<file path="src/rtl/johnson_phase_monitor.sv">
//-----------------------------------------------------------------------------
// johnson_phase_monitor
//
// Watches the state of an upstream 4-bit Johnson counter (q[0] fed by ~q[3])
// and reports the decoded phase, sequence errors and a lock indication.
//
// Every rising edge of clk samples q. From that sample the block registers:
//   - the one-hot phase, binary phase index and a "legal code" flag,
//   - a one-cycle err pulse when the sample breaks the expected sequence,
//   - a saturating error counter,
//   - the lock FSM (IDLE -> ACQUIRE -> LOCKED -> FAULT).
// All outputs change together, one cycle after the sample they describe.
//
// Ports
//   clk        in   1  rising-edge clock
//   reset      in   1  asynchronous active-low reset (deassertion must be
//                      synchronised to clk outside this block)
//   q          in   4  Johnson counter state
//   adv        in   1  1 = counter should advance this cycle, 0 = hold
//   clr_err    in   1  synchronous clear of err_count, leaves FAULT
//   phase      out  8  one-hot phase of the last sample (0 if illegal)
//   phase_idx  out  3  phase index 0..7 of the last sample (0 if illegal)
//   valid      out  1  last sample was a legal Johnson code
//   locked     out  1  FSM is in LOCKED
//   err        out  1  pulse: last sample was a sequence error
//   err_count  out  8  saturating sequence-error count
//
// Parameter
//   LOCK_CNT   consecutive legal transitions needed to reach LOCKED (1..15)
//
// Build option
//   JOHNSON_PHASE_MONITOR_AUTORECOVER_EN
//       defined   : FAULT also returns to ACQUIRE by itself after two
//                   consecutive legal transitions (clr_err still works).
//       undefined : FAULT is left only through clr_err.
//-----------------------------------------------------------------------------
module johnson_phase_monitor #(
    parameter int unsigned LOCK_CNT = 3
) (
    input  logic       clk,
    input  logic       reset,
    input  logic [3:0] q,
    input  logic       adv,
    input  logic       clr_err,
    output logic [7:0] phase,
    output logic [2:0] phase_idx,
    output logic       valid,
    output logic       locked,
    output logic       err,
    output logic [7:0] err_count
);

    localparam logic [3:0] LOCK_CNT_L = 4'(LOCK_CNT);

    typedef enum logic [1:0] {
        ST_IDLE    = 2'd0,
        ST_ACQUIRE = 2'd1,
        ST_LOCKED  = 2'd2,
        ST_FAULT   = 2'd3
    } state_t;

    // Returns {legal, index} for a 4-bit Johnson code.
    function automatic logic [3:0] jc_decode(input logic [3:0] code);
        logic [3:0] r;
        case (code)
            4'b0000: r = {1'b1, 3'd0};
            4'b0001: r = {1'b1, 3'd1};
            4'b0011: r = {1'b1, 3'd2};
            4'b0111: r = {1'b1, 3'd3};
            4'b1111: r = {1'b1, 3'd4};
            4'b1110: r = {1'b1, 3'd5};
            4'b1100: r = {1'b1, 3'd6};
            4'b1000: r = {1'b1, 3'd7};
            default: r = {1'b0, 3'd0};
        endcase
        return r;
    endfunction

    // ------------------------------------------------------------------
    // State
    // ------------------------------------------------------------------
    logic [3:0] q_prev_q,    q_prev_d;
    logic       prev_ok_q,   prev_ok_d;
    logic [7:0] phase_q,     phase_d;
    logic [2:0] phase_idx_q, phase_idx_d;
    logic       valid_q,     valid_d;
    logic       locked_q,    locked_d;
    logic       err_q,       err_d;
    logic [7:0] err_count_q, err_count_d;
    state_t     state_q,     state_d;
    logic [3:0] good_cnt_q,  good_cnt_d;

    // ------------------------------------------------------------------
    // Decode of the current and previous samples
    // ------------------------------------------------------------------
    logic       q_legal;
    logic [2:0] q_idx;
    logic       prev_legal;
    logic [2:0] prev_idx;
    logic       trans_ok;
    logic       seq_err;

    always_comb begin
        {q_legal, q_idx}       = jc_decode(q);
        {prev_legal, prev_idx} = jc_decode(q_prev_q);
    end

    // A transition is only good if both ends are legal codes; an illegal
    // previous sample has no defined successor. The 3-bit add wraps 7 -> 0.
    always_comb begin
        trans_ok = 1'b0;
        if (q_legal && prev_legal) begin
            if (adv) begin
                trans_ok = (q_idx == (prev_idx + 3'd1));
            end else begin
                trans_ok = (q == q_prev_q);
            end
        end
    end

    // The first sample after reset has nothing to compare against.
    assign seq_err = prev_ok_q && !trans_ok;

    // ------------------------------------------------------------------
    // One-hot phase decode
    // ------------------------------------------------------------------
    generate
        for (genvar gi = 0; gi < 8; gi++) begin : g_phase
            assign phase_d[gi] = q_legal && (q_idx == 3'(gi));
        end
    endgenerate

    always_comb begin
        phase_idx_d = q_legal ? q_idx : 3'd0;
        valid_d     = q_legal;
        q_prev_d    = q;
        prev_ok_d   = 1'b1;
        err_d       = seq_err;
    end

    // ------------------------------------------------------------------
    // Saturating error counter; a clear on the same edge as an error wins.
    // ------------------------------------------------------------------
    always_comb begin
        err_count_d = err_count_q;
        if (clr_err) begin
            err_count_d = 8'd0;
        end else if (seq_err && (err_count_q != 8'hFF)) begin
            err_count_d = err_count_q + 8'd1;
        end
    end

    // ------------------------------------------------------------------
    // Lock FSM
    // ------------------------------------------------------------------
    always_comb begin
        state_d    = state_q;
        good_cnt_d = good_cnt_q;
        case (state_q)
            ST_IDLE: begin
                // Leave IDLE on the first legal code seen after reset.
                if (q_legal) begin
                    state_d    = ST_ACQUIRE;
                    good_cnt_d = 4'd0;
                end
            end
            ST_ACQUIRE: begin
                if (seq_err) begin
                    good_cnt_d = 4'd0;
                end else if (trans_ok) begin
                    if ((good_cnt_q + 4'd1) == LOCK_CNT_L) begin
                        state_d    = ST_LOCKED;
                        good_cnt_d = 4'd0;
                    end else begin
                        good_cnt_d = good_cnt_q + 4'd1;
                    end
                end
            end
            ST_LOCKED: begin
                if (seq_err) begin
                    state_d    = ST_FAULT;
                    good_cnt_d = 4'd0;
                end
            end
            ST_FAULT: begin
                if (clr_err) begin
                    state_d    = ST_ACQUIRE;
                    good_cnt_d = 4'd0;
                end
`ifdef JOHNSON_PHASE_MONITOR_AUTORECOVER_EN
                // good_cnt doubles as the recovery run length here.
                else if (seq_err) begin
                    good_cnt_d = 4'd0;
                end else if (trans_ok) begin
                    if (good_cnt_q == 4'd1) begin
                        state_d    = ST_ACQUIRE;
                        good_cnt_d = 4'd0;
                    end else begin
                        good_cnt_d = good_cnt_q + 4'd1;
                    end
                end
`else
                else begin
                    good_cnt_d = 4'd0;
                end
`endif
            end
            default: begin
                state_d    = ST_IDLE;
                good_cnt_d = 4'd0;
            end
        endcase
    end

    // locked is registered from the next state so it lines up with err.
    always_comb begin
        locked_d = (state_d == ST_LOCKED);
    end

    // ------------------------------------------------------------------
    // Registers
    // ------------------------------------------------------------------
    always_ff @(posedge clk or negedge reset) begin
        if (!reset) begin
            q_prev_q    <= 4'b0000;
            prev_ok_q   <= 1'b0;
            phase_q     <= 8'd0;
            phase_idx_q <= 3'd0;
            valid_q     <= 1'b0;
            locked_q    <= 1'b0;
            err_q       <= 1'b0;
            err_count_q <= 8'd0;
            state_q     <= ST_IDLE;
            good_cnt_q  <= 4'd0;
        end else begin
            q_prev_q    <= q_prev_d;
            prev_ok_q   <= prev_ok_d;
            phase_q     <= phase_d;
            phase_idx_q <= phase_idx_d;
            valid_q     <= valid_d;
            locked_q    <= locked_d;
            err_q       <= err_d;
            err_count_q <= err_count_d;
            state_q     <= state_d;
            good_cnt_q  <= good_cnt_d;
        end
    end

    assign phase     = phase_q;
    assign phase_idx = phase_idx_q;
    assign valid     = valid_q;
    assign locked    = locked_q;
    assign err       = err_q;
    assign err_count = err_count_q;

endmodule
</file>
<file path="config.mk">
export PLATFORM = sky130hd
export DESIGN_NAME = johnson_phase_monitor
export DESIGN_NICKNAME = d
export VERILOG_FILES = /design/src/rtl/johnson_phase_monitor.sv
export SDC_FILE = /design/constraint.sdc
export NUM_CORES = 1
export LEC_CHECK = 0
export BUFFER_PORTS_ARGS = -buffer_cell sky130_fd_sc_hd__buf_2
export CAP_MARGIN = 20
export CORE_MARGIN = 8
export CORE_UTILIZATION = 30
export CTS_BUF_LIST = sky130_fd_sc_hd__clkbuf_2
export DETAILED_ROUTE_END_ITERATION = 7
export HOLD_SLACK_MARGIN = 0.05
export SYNTH_ARGS = -nofsm -noshare
export SYNTH_HDL_FRONTEND = slang
export SYNTH_SLANG_ARGS = --single-unit
</file>
<file path="constraint.sdc">
create_clock -name clk -period 3.3 [get_ports clk]
set_input_delay 0.33 -clock clk [delete_from_list [all_inputs] [get_ports clk]]
set_output_delay 0.33 -clock clk [all_outputs]
set_load 0.005 [all_outputs]
</file>
==> flow_metrics.env <==
export IMPL_antenna_found_initial=0
export IMPL_placementRows=27
export IMPL_crit_path_end_kind="flip-flop"
export IMPL_hp_class="input pin to flip-flop"
export IMPL_clock_skew_ns=0.00735
export IMPL_synth_area_leader_cell="dfrtp_1"
export IMPL_rsz0062_at_grt="no"
export IMPL_overflow=0
export IMPL_p_int_uw=602
export IMPL_grt_max_degree=34
export IMPL_numCtsBuffers=5
export IMPL_ys_warn_count=0
export IMPL_finalSetupViolCount=0
export IMPL_report_power_total_uw=843
export IMPL_ys_ff_latch=33
export IMPL_post_dp_hpwl_um=2510
export IMPL_core_area_um2=5410
export IMPL_fin_nets=197
export IMPL_status="complete, no violations"
export IMPL_fin_setup_tns_ns=0
export IMPL_drtPass1Iterations=4
export IMPL_clock_fmax_mhz=369
export IMPL_num_io_pins=30
export IMPL_whs_ns=0.117
export IMPL_via_per_inst=4.78
export IMPL_cts_root_buffer="clkbuf_2"
export IMPL_combPwrFrac=0.141
export IMPL_yosysTopAreaCellShare=0.502
export IMPL_ys_seq_area_frac=0.502
export IMPL_syn_area_um2=1650
export IMPL_area_delta_synth_final_pct=17.2
export IMPL_fin_crit_sh=0.822
export IMPL_cts_buffer_depth=2
export IMPL_seq_power_share=0.519
export IMPL_worst_setup_path_type="flip-flop to flip-flop"
export IMPL_final_antenna_net_count=0
export IMPL_clk_latency_ns=0.39
export IMPL_syn_inst=152
export IMPL_cts_tree="yes"
export IMPL_cts_resized=0
export IMPL_grt_pass1_wl_um=6060
export IMPL_synthTopCellsByCount="dfrtp_1 (33), nand2_1 (12), nor2_1 (10)"
export IMPL_p_sw_frac=0.286
export IMPL_synth_most_common_cell="dfrtp_1"
export IMPL_hold_viol=0
export IMPL_fin_ws_ns=0.588
export IMPL_peakVddDrop_uv=204
export IMPL_crit_required_ns=3.63
export IMPL_drive_above_1_share=0.247
export IMPL_h_tree_depth=2
export IMPL_synthDistinctLibCells=52
export IMPL_switching_power_uw=241
export IMPL_wl_um=3450
export IMPL_drc=0
export IMPL_synth_edf_count=0
export IMPL_synth_top_flop_cell="dfrtp_1"
export IMPL_clkPwrFrac=0.340
export IMPL_gp_congestion=0.744
export IMPL_diodes=0
export IMPL_power_leakage_nw=0.904
export IMPL_synthArstFlopShare=1.00
export IMPL_maxCapViolCount=0
export IMPL_synthesis_nets=164
export IMPL_cts_sinks=33
export IMPL_arrival_ns=3.04
export IMPL_grtUsageTotal=0.0902
export IMPL_slew_headroom=0.518
export IMPL_slew_viol_final=0
export IMPL_vias=1233
export IMPL_min_period_ns=2.71
export IMPL_powerDensity_nw_per_um2=437
export IMPL_first_iter_violations=59
export IMPL_port_buffers=29
export IMPL_grt_pass1_vias=1288
export IMPL_die_area_um2=8120
export IMPL_crit_fanout=6
export IMPL_die_h_um=90.1
export IMPL_path_clk_slew_ns=0.19
export IMPL_wl_per_cell_um=13.4
export IMPL_post_place_ws_ns=0.591
export IMPL_avgSynthCellArea_um2=10.8
export IMPL_die_x_um=90.1
export IMPL_cp_start_kind="flip-flop"
export IMPL_start_util=0.305
export IMPL_worst_pin_slew_ns=0.723
export IMPL_synth_area_leaders="dfrtp_1 (50%), xnor2_1 (4.3%), ha_1 (3.0%)"
worst max-delay path, stage by stage (launching register included):
cell	delay, ns
dfrtp_1	0.47
or2_2	0.30
a21oi_1	0.26
ha_1	0.29
xnor2_1	0.23
nand3_2	0.17
a211oi_1	0.63
a32oi_1	0.19
o21ai_0	0.10
metal layers:
layer	up-vias	share of wire	GRT usage
met5	-	0	0
met4	0	0.018	0.0374
met3	8	0.052	0.0333
met2	26	0.46	0.139
met1	591	0.47	0.111
li1	608	-	-
sequential cells by signal (all words and copies together), names as in the netlist:
name and cells:
valid 1, phase 8, good_cnt_q 4, locked 1, err 1, prev_ok_q 1
err_count 8, q_prev_q 4, state_q 2, phase_idx 3
cell type report:
class,instances,area [um2]
multi-input combinational,110,768
sequential,33,826
clock inverter,3,46.3
fill,565,3480
tap,72,90.1
inverter,5,18.8
clock buffer,5,25.0
timing repair buffer,30,155
layout by cell type (no fill, tap or decap), types with 2 or more instances in the layout:
cell / Yosys / final
o31ai_1: 2 / 2
or2_1: 2 / 2
nor3_1: 4 / 4
a21o_1: 2 / 2
clkbuf_2: 0 / 5
buf_2: 0 / 29
o21ai_0: 7 / 7
nor3b_1: 4 / 4
or3_1: 3 / 3
xnor2_1: 8 / 8
mux2i_1: 2 / 2
a21oi_1: 9 / 9
nand3_1: 6 / 6
xor2_1: 4 / 4
inv_1: 4 / 4
nand2_1: 12 / 12
dfrtp_1: 33 / 33
ha_1: 4 / 4
nor2_1: 10 / 10
power by group through the flow:
stage / combinational (mW) / clock, mW / sequential, mW
4_1_cts: 0.123 / 0.294 / 0.438
6_report: 0.119 / 0.286 / 0.437
3_3_place_gp: 0.119 / 0 / 0.445
5_1_grt: 0.135 / 0.306 / 0.441
3_5_place_dp: 0.121 / 0 / 0.445
2_1_floorplan: 0.0796 / 0 / 0.444
worst paths after layout:
check | start | end | cells past startpoint | slack [ns]
worst max-delay path | q_prev_q[1] | good_cnt_q[2] | 8 | 0.59
worst min-delay path | q[0] | q_prev_q[0] | 1 | 0.12
worst max register to register | q_prev_q[1] | good_cnt_q[2] | 8 | 0.59
worst min register to register | err_count[6] | err_count[6] | 2 | 0.59
max in group asynchronous | reset | err_count[4] | 2 | 2.35
min in group asynchronous | reset | good_cnt_q[0] | 2 | 0.49
cell families (layout without fill, tap and decap cells):
family,count (synthesis),count (layout),synth area share
XOR/XNOR,13,13,0.0783
adder cells (fa/ha/maj),4,4,0.0304
buffers and inverters,9,43,0.0319
multiplexers,3,3,0.0190
other,1,1,0.00228
AND/OR/NAND/NOR,55,55,0.187
flip-flops,33,33,0.502
AO/OA/AOI/OAI,34,34,0.150
per-stage QoR:
step                      cell area [um2]  cells   util
final                                1930    258  0.357
after global routing                 1930    258  0.357
after CTS                            1930    258  0.357
after detailed placement             1850    249  0.342
after global placement               1850    249  0.342
after floorplan                      1650    152      -
timing repair:
action	in CTS	in global routing
hold buffers	1	0
endpoints found under the hold margin	33	0
setup buffers	0	0
Note: power is estimated with default switching activity, not from simulation.
